$ cat src/rtl/bounce_pkg.sv
// Shared definitions for the bounce monitor: tracker state encoding, event kind
// constants and the sample width.
package bounce_pkg;

    localparam int unsigned SAMPLE_W = 32;

    // Tracker state; the numeric value is exported directly on the dir port.
    typedef enum logic [1:0] {
        EMPTY = 2'd0,
        FLAT  = 2'd1,
        UP    = 2'd2,
        DOWN  = 2'd3
    } state_e;

    localparam logic PEAK   = 1'b0;
    localparam logic VALLEY = 1'b1;

endpackage

$ cat src/rtl/event_fifo.sv
// Synchronous FIFO holding detected events.
// Ports:
//   clk, rst      clock, synchronous active-high reset (empties the FIFO)
//   push, wdata   write request and payload
//   pop           read request; ignored while empty
//   rdata         head entry (don't-care while empty)
//   full, empty   occupancy flags
// A push while full is accepted only when a pop happens on the same edge.
module event_fifo #(
    parameter int unsigned DEPTH = 4,
    parameter int unsigned WIDTH = 8
) (
    input  logic             clk,
    input  logic             rst,
    input  logic             push,
    input  logic             pop,
    input  logic [WIDTH-1:0] wdata,
    output logic [WIDTH-1:0] rdata,
    output logic             full,
    output logic             empty
);

    localparam int unsigned AW = (DEPTH > 1) ? $clog2(DEPTH) : 1;

    logic [WIDTH-1:0] mem_q [DEPTH];
    logic [AW-1:0]    rd_ptr_q, rd_ptr_d;
    logic [AW-1:0]    wr_ptr_q, wr_ptr_d;
    logic [AW:0]      count_q, count_d;
    logic             do_push, do_pop;

    assign full    = (count_q == (AW+1)'(DEPTH));
    assign empty   = (count_q == '0);
    assign do_pop  = pop && !empty;
    assign do_push = push && (!full || do_pop);
    assign rdata   = mem_q[rd_ptr_q];

    always_comb begin
        rd_ptr_d = rd_ptr_q;
        wr_ptr_d = wr_ptr_q;
        count_d  = count_q;
        // DEPTH is a power of two, so pointers wrap naturally.
        if (do_pop) begin
            rd_ptr_d = rd_ptr_q + AW'(1);
        end
        if (do_push) begin
            wr_ptr_d = wr_ptr_q + AW'(1);
        end
        if (do_push && !do_pop) begin
            count_d = count_q + (AW+1)'(1);
        end else if (do_pop && !do_push) begin
            count_d = count_q - (AW+1)'(1);
        end
    end

    always_ff @(posedge clk) begin
        if (rst) begin
            rd_ptr_q <= '0;
            wr_ptr_q <= '0;
            count_q  <= '0;
        end else begin
            rd_ptr_q <= rd_ptr_d;
            wr_ptr_q <= wr_ptr_d;
            count_q  <= count_d;
        end
    end

    // Storage needs no reset; the count gates visibility.
    always_ff @(posedge clk) begin
        if (do_push) begin
            mem_q[wr_ptr_q] <= wdata;
        end
    end

endmodule

$ cat src/rtl/bounce_monitor.sv
// Tracks the direction of an accepted sample stream and reports turning points.
// An UP->DOWN turn emits a peak, a DOWN->UP turn emits a valley; the event value
// is the sample before the turn and the period is the number of accepted samples
// since the previous event. Events are queued in a FIFO for a ready/valid consumer.
// Ports:
//   clk, rst                      clock, synchronous active-high reset
//   sample_in, sample_en          signed sample and its accept strobe
//   evt_valid, evt_ready          FIFO head handshake
//   evt_kind, evt_value, evt_period  head event fields
//   peak_count, valley_count      wrapping detection counters (include drops)
//   dir                           current tracker state
//   overflow                      sticky: an event was dropped on a full FIFO
module bounce_monitor
    import bounce_pkg::*;
#(
    parameter int unsigned FIFO_DEPTH = 4,
    parameter int unsigned PERIOD_W   = 16
) (
    input  logic                       clk,
    input  logic                       rst,
    input  logic signed [SAMPLE_W-1:0] sample_in,
    input  logic                       sample_en,
    output logic                       evt_valid,
    input  logic                       evt_ready,
    output logic                       evt_kind,
    output logic signed [SAMPLE_W-1:0] evt_value,
    output logic [PERIOD_W-1:0]        evt_period,
    output logic [PERIOD_W-1:0]        peak_count,
    output logic [PERIOD_W-1:0]        valley_count,
    output logic [1:0]                 dir,
    output logic                       overflow
);

    localparam int unsigned EVT_W = 1 + SAMPLE_W + PERIOD_W;

    state_e                     state_q, state_d;
    logic signed [SAMPLE_W-1:0] prev_q, prev_d;
    logic [PERIOD_W-1:0]        smp_cnt_q, smp_cnt_d;
    logic [PERIOD_W-1:0]        peak_cnt_q, peak_cnt_d;
    logic [PERIOD_W-1:0]        valley_cnt_q, valley_cnt_d;
    logic                       overflow_q, overflow_d;

    logic                       is_peak, is_valley;
    logic                       evt_push, evt_pop;
    logic [PERIOD_W-1:0]        cnt_inc;
    logic [EVT_W-1:0]           evt_wdata, evt_rdata;
    logic                       fifo_full, fifo_empty;

    assign evt_push  = is_peak || is_valley;
    assign evt_valid = !fifo_empty;
    assign evt_pop   = evt_valid && evt_ready;
    assign evt_wdata = {(is_valley ? VALLEY : PEAK), prev_q, cnt_inc};

    always_comb begin
        state_d      = state_q;
        prev_d       = prev_q;
        smp_cnt_d    = smp_cnt_q;
        peak_cnt_d   = peak_cnt_q;
        valley_cnt_d = valley_cnt_q;
        is_peak      = 1'b0;
        is_valley    = 1'b0;
        // Saturating increment; also the reported period on an event sample.
        cnt_inc      = (&smp_cnt_q) ? smp_cnt_q : smp_cnt_q + PERIOD_W'(1);

        if (sample_en) begin
            prev_d    = sample_in;
            smp_cnt_d = cnt_inc;
            unique case (state_q)
                EMPTY: state_d = FLAT;
                FLAT: begin
                    if (sample_in > prev_q) begin
                        state_d = UP;
                    end else if (sample_in < prev_q) begin
                        state_d = DOWN;
                    end
                end
                UP: begin
                    if (sample_in < prev_q) begin
                        state_d = DOWN;
                        is_peak = 1'b1;
                    end
                end
                DOWN: begin
                    if (sample_in > prev_q) begin
                        state_d   = UP;
                        is_valley = 1'b1;
                    end
                end
                default: state_d = EMPTY;
            endcase
            if (is_peak || is_valley) begin
                smp_cnt_d = '0;
            end
        end

        if (is_peak) begin
            peak_cnt_d = peak_cnt_q + PERIOD_W'(1);
        end
        if (is_valley) begin
            valley_cnt_d = valley_cnt_q + PERIOD_W'(1);
        end
        // A pop on the same edge frees a slot, so only full-without-pop drops.
        overflow_d = overflow_q || (evt_push && fifo_full && !evt_pop);
    end

    always_ff @(posedge clk) begin
        if (rst) begin
            state_q      <= EMPTY;
            prev_q       <= '0;
            smp_cnt_q    <= '0;
            peak_cnt_q   <= '0;
            valley_cnt_q <= '0;
            overflow_q   <= 1'b0;
        end else begin
            state_q      <= state_d;
            prev_q       <= prev_d;
            smp_cnt_q    <= smp_cnt_d;
            peak_cnt_q   <= peak_cnt_d;
            valley_cnt_q <= valley_cnt_d;
            overflow_q   <= overflow_d;
        end
    end

    event_fifo #(
        .DEPTH (FIFO_DEPTH),
        .WIDTH (EVT_W)
    ) u_event_fifo (
        .clk   (clk),
        .rst   (rst),
        .push  (evt_push),
        .pop   (evt_pop),
        .wdata (evt_wdata),
        .rdata (evt_rdata),
        .full  (fifo_full),
        .empty (fifo_empty)
    );

    assign evt_kind     = evt_rdata[EVT_W-1];
    assign evt_value    = evt_rdata[EVT_W-2 -: SAMPLE_W];
    assign evt_period   = evt_rdata[PERIOD_W-1:0];
    assign peak_count   = peak_cnt_q;
    assign valley_count = valley_cnt_q;
    assign dir          = state_q;
    assign overflow     = overflow_q;

endmodule

$ cat config.mk
export PLATFORM = sky130hd
export DESIGN_NAME = bounce_monitor
export DESIGN_NICKNAME = d
export VERILOG_FILES = /design/src/rtl/bounce_pkg.sv /design/src/rtl/event_fifo.sv /design/src/rtl/bounce_monitor.sv
export SDC_FILE = /design/constraint.sdc
export NUM_CORES = 1
export LEC_CHECK = 0
export ABC_AREA = 1
export BUFFER_PORTS_ARGS = -buffer_cell sky130_fd_sc_hd__buf_2
export CAP_MARGIN = 15
export CORE_AREA = 5 5 182 140
export DETAILED_ROUTE_END_ITERATION = 16
export DIE_AREA = 0 0 187 145
export GPL_ROUTABILITY_DRIVEN = 0
export GPL_TIMING_DRIVEN = 0
export PLACE_DENSITY = 0.81
export SLEW_MARGIN = 25
export SYNTH_ARGS = -nofsm -noshare
export SYNTH_HDL_FRONTEND = slang
export SYNTH_HIERARCHICAL = 1
export SYNTH_SLANG_ARGS = --single-unit
$ cat constraint.sdc
create_clock -name clk -period 6.15 [get_ports clk]
set_input_delay 0.9225 -clock clk [delete_from_list [all_inputs] [get_ports clk]]
set_output_delay 0.9225 -clock clk [all_outputs]
set_load 0.02 [all_outputs]
## Yosys cells after proc, flatten, opt, wreduce, memory -nomap -nowiden

Memories as Yosys holds them, arrays and structs flattened. A register that Yosys moved wholly into a read port is not among the register bits.
Index checks and enable logic that the tools add are counted.

- Flip-flop bits (word level): 90
- Bits in writable memories: 196
- Input bits: 36
- Logic and storage cells: 66
- Memories kept: 1

- Add/subtract/negate cells: 7
- Magnitude comparators: 2
- Equality and inequality tests: 5
- Muxes and demuxes: 21
- Reductions and logical operators: 21

Memory list:

| name | depth | bits a word | read ports | clocked after memory_dff | write ports | RTL line | source |
|---|---|---|---|---|---|---|---|
| u_event_fifo.mem_q | 4 | 49 | 1 | 1 | 1 | event_fifo.sv:25 | `logic [WIDTH-1:0] mem_q [DEPTH];` |

Operator list:

| cell | count |
|---|---|
| 16-bit by 1-bit adder with 16-bit output (second input constant) | 3 |
| 32-bit greater-than comparator | 1 |
| 32-bit < comparator | 1 |
| 16-bit two-way mux | 2 |
| 16-bit AND reduction | 1 |
| 1-bit two-way mux | 11 |
| 2-bit two-way mux | 5 |
| 2-bit case mux with 4 select lines | 1 |
| 1-bit logical AND | 7 |
| 3-bit two-way mux | 2 |
| 1-bit logical NOT | 5 |
| 2-bit by 1-bit adder with 2-bit output (second input constant) | 2 |
| 2-bit == test (second input constant) | 2 |
| 1-bit logical OR | 4 |
| 3-bit by 1-bit adder with 3-bit output (second input constant) | 1 |
| 3-bit == test (second input constant) | 1 |
| 3-bit logical NOT | 1 |
| 3-bit by 1-bit subtractor with 3-bit output (second input constant) | 1 |
| 2-bit by 1-bit == test with 1-bit output (second input constant) | 1 |
| 2-bit logical NOT | 1 |
| 2-bit inequality test (second input constant) | 1 |
| 2-bit AND reduction | 1 |
| 2-bit nonzero test | 1 |

## Depth between registers and ports, before layout

Gate-level depths: netlist (run 1).

- Word-level depth: 11
- Depth in mapped cells: 29

## Cells and area by module

The synthesis (run 1) kept the hierarchy.

By module, submodules not included:

| module | times used | cells each | area an instance (µm²) |
|---|---|---|---|
| event_fifo | 1 | 546 | 7,757.4 |
| bounce_monitor | 1 | 700 | 5,003.5 |

## Worst setup path before layout (run 1)

No wires, ideal clock.

- Kind: input to register
- Start point: in sample_in[31]
- End point: mem u_event_fifo/mem_q[0][0] (netlist bit), enable pin
- Arrival time: 4,729 ps
- Required time: 5,694 ps
- Slack: 965 ps
- Stages on the path: 14
- Path buffers: 1
- Cells stage by stage: ha_1 nand2_1 nor2_2 nand2_2 nor4_4 nand2_2 nand2_1 nand2_1 nand2_1 nand4_2 buf_2 nand2_1 nand2_1 nor2_1

- Cells in the longest elaborated chain, start to end: 9
- Elaborated cells on any way between the ends: 14
- Classes of those cells: 2 x order compare; 10 x mux; 2 x reduce/logical

Ends and longest elaborated chain:

| what | RTL line | source |
|---|---|---|
| from (decl) | bounce_monitor.sv:21 | `input logic signed [SAMPLE_W-1:0] sample_in,` |
| 32-bit < comparator or 32-bit greater-than comparator (tied branches) | bounce_monitor.sv:78, bounce_monitor.sv:84 |  |
| 1-bit two-way mux (on tied branches) | bounce_monitor.sv:78, bounce_monitor.sv:84 |  |
| 1-bit two-way mux | bounce_monitor.sv:68 | `unique case (state_q)` |
| 1-bit two-way mux (2 in a row) | bounce_monitor.sv:65 | `if (sample_en) begin` |
| 1-bit logical OR (*) | bounce_monitor.sv:49 | `assign evt_push = is_peak \|\| is_valley;` |
| net evt_push | bounce_monitor.sv:44 | `logic evt_push, evt_pop;` |
| 1-bit logical AND (*) | event_fifo.sv:34 | `assign do_push = push && (!full \|\| do_pop);` |
| 1-bit two-way mux (*) | event_fifo.sv:69 | `if (do_push) begin` |
| 1-bit two-way mux (not written as such) (*) | event_fifo.sv:70 | `mem_q[wr_ptr_q] <= wdata;` |
| to (decl) | event_fifo.sv:25 |  |

The timed path passes the listed nets; every way through them passes the cells marked *. The select of a mux whose other input is x is not followed.

## Final worst setup path (run 1)

- Start point: in sample_in[31]
- End point: mem u_event_fifo/mem_q[3][10] (netlist bit), enable pin

Same word-level chain as after synthesis.

==> results.toml, run 1 <==
[clock_tree]
htreeDepth = 1
insertion_delay_ps = 540
hold_buffers = 0
post_cts_resized = 0
clk_pin_slew_worst_paths_ps = 60
cts_made_buffers = 28
cts_buffer_depth = 3
clock-sinks = 288
cts_tree = "built"
cts_root_buffer = "clkbuf_16"
post_cts_buffers = 0

[setup_path]
r2r_cells = 17
cp_cell_sequence = "buf_2 > ha_1 > nand2_1 > nor2_2 > nand2_2 > nor4_4 > nand2_2 > nand2_1 > nand2_1 > nand2_1 > nand4_2 > buf_2 > nand2_1 > nand2_1 > nor2_4 > buf_16 > buf_16"
path_class = "in2reg"
cp-start-kind = "input port"
reg2reg_setup_slack_ps = 1810
worst-path-buf-inv = 4
crit_arrival_ps = 4590
critPathMostFrequentCell = "nand2_1"
endpoint_kind = "flip-flop"
cp_slowest_stage_delay_ps = 650
worstPathRequired_ps = 6390
path_depth = 17
crit_path_max_fanout = 19
crit_family = "simple AND/OR/NAND/NOR gates"
cp_slowest_cell = "nor2_4"

[floorplan]
die_y_um = 145
initial_core_util = 0.5420
die_x_um = 187
row_count = 49
core_area_um2 = 23540
dieArea_um2 = 27120
ios = 121

[synthesis]
synth.most_common_cell = "edfxtp_1"
ys_types = 43
ys_seq_elements = 288
ys_top_cells_by_area = "edfxtp_1, dfxtp_1, o21ai_0"
synth_fp_nets = 1323
synth_top_area_cell = "edfxtp_1"
synthTopCellsByCount = "edfxtp_1, nor2_1, nand2_1, o21ai_0, inv_1"
syn_inst = 1246
synth_edf_count = 196
ys_warn_count = 6
synthArstFlopShare = 0
syn-cell-area_um2 = 12760
ys.flop_type = "edfxtp_1"
post_synth.cell_area_avg_um2 = 10.24
ys_seq_area_frac = 0.6055
synth.top_cell.area_share = 0.4612

[power]
p_clk_frac = 0.415
swShare = 0.2186
p_comb_frac = 0.058
peakVddDrop_mv = 0.1960
p_int_w = 0.003141
powerDensity_nw_per_um2 = 269.9
p_leak_nw = 5.475
p_sw_w = 0.0008786
p_seq_frac = 0.526

[detailed_routing]
wl_per_cell_um = 18.47
routed_wl_um = 32040
drc_errors = 0
drtPass1Iterations = 6
vias = 10080
vias_per_cell = 5.807
postRouteAntennaNets = 0
dr.first_iter.drc_count = 1170

[finish]
finalInstanceArea_um2 = 14890
final.fill_count = 1845
multiInputGateArea_um2 = 4320
ff_latch_area_um2 = 7727
final_cells = 1735
drive_gt1_frac = 0.1684
nets = 1481
synthToLayoutAreaGrowth_pct = 16.71

[global_route]
grt_antenna_before_repair = 3
track_usage = 0.2298
grt_pass1_wl_um = 50670
grt_max_degree = 23
grt_pass1_vias = 9732
globalRouteOverflowTotal = 0

[timing]
slew_violations = 0
finalCritPeriodShare = 0.7074
max_slew_margin = 0.4998
fin_setup_tns_ps = 0
period_needed_ps = 4351
rsz0062_at_grt = "no"
finalHoldViolCount = 0
max_freq_mhz = 229.9
whs_ps = 487.7
setup_violations = 0
finalClockSkew_ps = 10.98
worstMarginPinSlew_ps = 748.6

[placement]
io_buffers = 120
place_area_um2 = 13980
place_inst = 1680
dp_hpwl_um = 22130

[hold_path]
hold_depth = 2
hold_path.class = "reg2reg"

[run_status]
status = "complete, no violations"

[flow_run]
drv_cap = 0
==> tightest hold or removal path: cells and delay by family, from the launching register on <==
kind                   cells  cell delay [ps]
AO/OA/AOI/OAI              1               50
flip-flops                 1              330
buffers and inverters      1               60
==> power by group through the flow <==
stage / combinational, W / sequential, W / clock [W]
final: 0.000234 / 0.00212 / 0.00167
after global placement: 0.000214 / 0.00216 / 0
after floorplan: 0.000146 / 0.00215 / 0
after CTS: 0.000230 / 0.00212 / 0.00169
after detailed placement: 0.000226 / 0.00216 / 0
after global routing: 0.000260 / 0.00212 / 0.00178
==> path summary, 6_finish.rpt <==
path / to / start
max: u_event_fifo/mem_q[3][10] / sample_in[31]
max reg2reg: u_event_fifo/mem_q[3][10] / prev_q[31]
min reg2reg: overflow / overflow
min: overflow / overflow
==> state kept, by name, indices dropped and copies added, names as in the netlist, named ones only <==
name and count:
u_event_fifo/rd_ptr_q 2, valley_count 16, peak_count 16, u_event_fifo/count_q 3, dir 2, u_event_fifo/mem_q 196
u_event_fifo/wr_ptr_q 2, overflow 1, smp_cnt_q 16, prev_q 32
==> per-layer routing <==
metal | vias up | GRT usage | wire length [um]
li1 | 4684 | - | -
met1 | 4762 | 0.3215 | 13450
met2 | 553 | 0.3614 | 14340
met3 | 77 | 0.04923 | 3262
met4 | 0 | 0.07761 | 985
met5 | - | 0 | 0
==> cell families after synthesis <==
family                   after synthesis  synth area share
AO/OA/AOI/OAI                        295            0.1242
XOR/XNOR                              36           0.02471
adder cells (fa/ha/maj)               41           0.04079
buffers and inverters                168           0.05824
flip-flops                           288            0.6055
AND/OR/NAND/NOR                      418            0.1465
==> through the flow <==
step | utilization | worst slack [ps] | total power (W)
2_1_floorplan | - | 965.1 | 0.002296
3_3_place_gp | 0.5838 | -1236 | 0.002369
3_5_place_dp | 0.5938 | 1347 | 0.002383
4_1_cts | 0.6322 | 1813 | 0.004031
5_1_grt | 0.6325 | 1582 | 0.004161
6_report | 0.6326 | 1799 | 0.004019
==> cells in the final DEF, fill, tap and decap left out, drive strengths merged, types with 2 or more instances in the layout <==
cell type,netlist,final
clkinvlp,0,2
edfxtp,196,196
clkbuf,30,67
clkinv,0,10
dfxtp,92,92
inv,110,110
o21a,2,2
nand3,29,29
a21oi,101,101
nor3,18,18
nor2,160,160
o22ai,49,49
bufinv,0,2
nor4,2,2
o21ai,141,141
xnor2,11,11
nand2,166,166
ha,40,40
xor2,25,25
diode,0,4
buf,28,156
nand4,42,42
==> final cells by class <==
| cell class | count | area share |
|---|---|---|
| diodes | 4 | 0.0006721 |
| well taps | 306 | 0.02571 |
| clock inverters | 14 | 0.007897 |
| clock buffers | 37 | 0.05276 |
| multi-input cells | 790 | 0.2901 |
| repair buffers | 128 | 0.05410 |
| flip-flops and latches | 288 | 0.5189 |
| plain buffers | 58 | 0.02184 |
| inverters | 110 | 0.02806 |
No activity file was read; power rests on OpenSTA's default activity.
==> run 2, diff against run 1 <==
- CORE_AREA: 5 5 182 140 -> 5 5 184 142
- DIE_AREA: 0 0 187 145 -> 0 0 189 147
- PLACE_DENSITY: 0.81 -> 0.83
- clock period: 6.15 -> 3.5 ns (I/O delays scaled with it)
==> run 2 against run 1 <==
  * Sequential cell count is the same
  * Sequential power up 75%
  * Hold slack got worse by 220 ps
  * Via count grew 1.9%
  * Final area is 2.4% higher
  * Non-clock buffer count increased by 12
  * First-iteration DRC count down 2.1%
  * Critical path type is now reg2reg
  * Critical endpoint is now u_event_fifo/count_q[2]
==> results.toml, run 2 (synthesized netlist as in run 1, its figures left out) <==
[finish]
top_register = "u_event_fifo/mem_q"
final.fill_count = 1773
layout_common_cells = "edfxtp_1, nor2_1, nand2_1"
largestRegisters = "u_event_fifo/mem_q: 196 flops, prev_q: 32 flops"
finish.utilization = 0.6265
nets = 1494
final_cells = 1753
drive_gt1_frac = 0.2001
final_common_cell = "edfxtp_1"
largest_reg_flops = 196
synthToLayoutAreaGrowth_pct = 19.47
finalInstanceArea_um2 = 15250

[detailed_routing]
routed_wl_um = 34450
postRouteAntennaNets = 0
vias_per_cell = 5.860
drc_errors = 0
dr.first_iter.drc_count = 1145
vias = 10270
drtPass1Iterations = 6
wl_per_cell_um = 19.65

[timing]
max_freq_mhz = 298.0
finalCritPeriodShare = 0.9589
finalHoldViolCount = 0
worstMarginPinSlew_ps = 730.9
max_slew_margin = 0.5122
slew_violations = 0
period_needed_ps = 3356
finalClockSkew_ps = 7.196
setup_violations = 0

[floorplan]
ios = 121
core_area_um2 = 24340
dieArea_um2 = 27780
initial_core_util = 0.5244
die_y_um = 147
die_x_um = 189
row_count = 50

[setup_path]
endpoint_kind = "flip-flop"
path_class = "reg2reg"
worstPathRequired_ps = 3930
crit_arrival_ps = 3790
crit_path_max_fanout = 6
cp-start-kind = "flip-flop"

[global_route]
globalRouteOverflowTotal = 0
grt_pass1_vias = 9891
grt_pass1_wl_um = 53450
grt_max_degree = 20
track_usage = 0.2389
grt_antenna_before_repair = 3

[clock_tree]
clk_pin_slew_worst_paths_ps = 60
hold_buffers = 0
insertion_delay_ps = 530
clock-sinks = 288
cts_tree = "built"
cts_made_buffers = 28
cts_buffer_depth = 3
htreeDepth = 1
cts_root_buffer = "clkbuf_16"

[run_status]
status = "complete, no violations"

[placement]
io_buffers = 120
dp_hpwl_um = 22570
place_area_um2 = 14060
place_inst = 1689

[power]
peakVddDrop_mv = 0.4070
power_w = 0.007314
powerDensity_nw_per_um2 = 479.7
p_leak_nw = 5.597

[hold_path]
hold_path.class = "in2reg"

[flow_run]
drv_cap = 0
run 2: stage by stage:
step | hold WS [ps] | worst slack [ps] | TNS [ps]
after floorplan | 459.8 | -516.0 | -101140
after global placement | 464.7 | -2147 | -414140
after detailed placement | 480.7 | -1074 | -138700
after CTS | 250.0 | 7.866 | 0
final | 269.4 | 143.7 | 0
after global routing | 268.6 | -28.30 | -45.21
run 2: final cells by class:
| type | instances | area (um^2) | area share |
|---|---|---|---|
| Inverter | 110 | 417.9 | 0.02741 |
| Tap cell | 312 | 390.4 | 0.02561 |
| Multi-Input combinational cell | 791 | 4415 | 0.2896 |
| Timing Repair Buffer | 141 | 953.4 | 0.06254 |
| Antenna cell | 2 | 5.005 | 0.0003283 |
| Clock inverter | 14 | 175.2 | 0.01149 |
| Clock buffer | 38 | 789.5 | 0.05178 |
| Sequential cell | 288 | 7772 | 0.5098 |
| Buffer | 57 | 326.6 | 0.02142 |
run 2: per-layer routing:
layer | vias to the layer above | wire (um) | GRT usage
li1 | 4698 | - | -
met1 | 4843 | 13710 | 0.3336
met2 | 645 | 15920 | 0.3781
met3 | 84 | 3832 | 0.05368
met4 | 2 | 973 | 0.07138
met5 | - | 13 | 0
run 2: repair_timing:
item	in CTS	in global routing
gates cloned	1	0
pin swaps	5	8
gates resized for setup	20	30
setup buffers	6	4
endpoints found under the setup margin	199	37
run 2: final timing paths:
kind / end / start / slack (ps) / depth (start not counted)
worst max-delay path: u_event_fifo/count_q[2] / prev_q[31] / 140 / 24
worst min-delay path: u_event_fifo/rd_ptr_q[0] / rst / 270 / 2
worst max register to register: u_event_fifo/count_q[2] / prev_q[31] / 140 / 24
worst min register to register: u_event_fifo/mem_q[3][37] / prev_q[21] / 460 / 0
run 2: critical path, cell delays in order, from the launching register on:
cell and delay [ps]:
dfxtp_4 370, inv_1 80, ha_4 270, nand2_1 70
nor2_2 150, nand2_2 130, nor4_4 240, nand2_2 120
nand2_2 100, nand2_1 80, nand2_2 120, nand4_4 100
buf_6 170, nand2_4 100, nand2_8 90, inv_1 90
ha_2 180, inv_1 70, fa_2 350, inv_1 70
nand2_1 50, nand3_1 90, nand2_1 70, nand2_1 60
nor2_1 30
run 2: where the power goes:
part	internal, W	leakage (nW)	total (W)	switching [W]
Clock	0.00188	0.469	0.00315	0.00128
Combinational	0.000145	2.65	0.000440	0.000295
Sequential	0.00367	2.48	0.00372	0.0000478
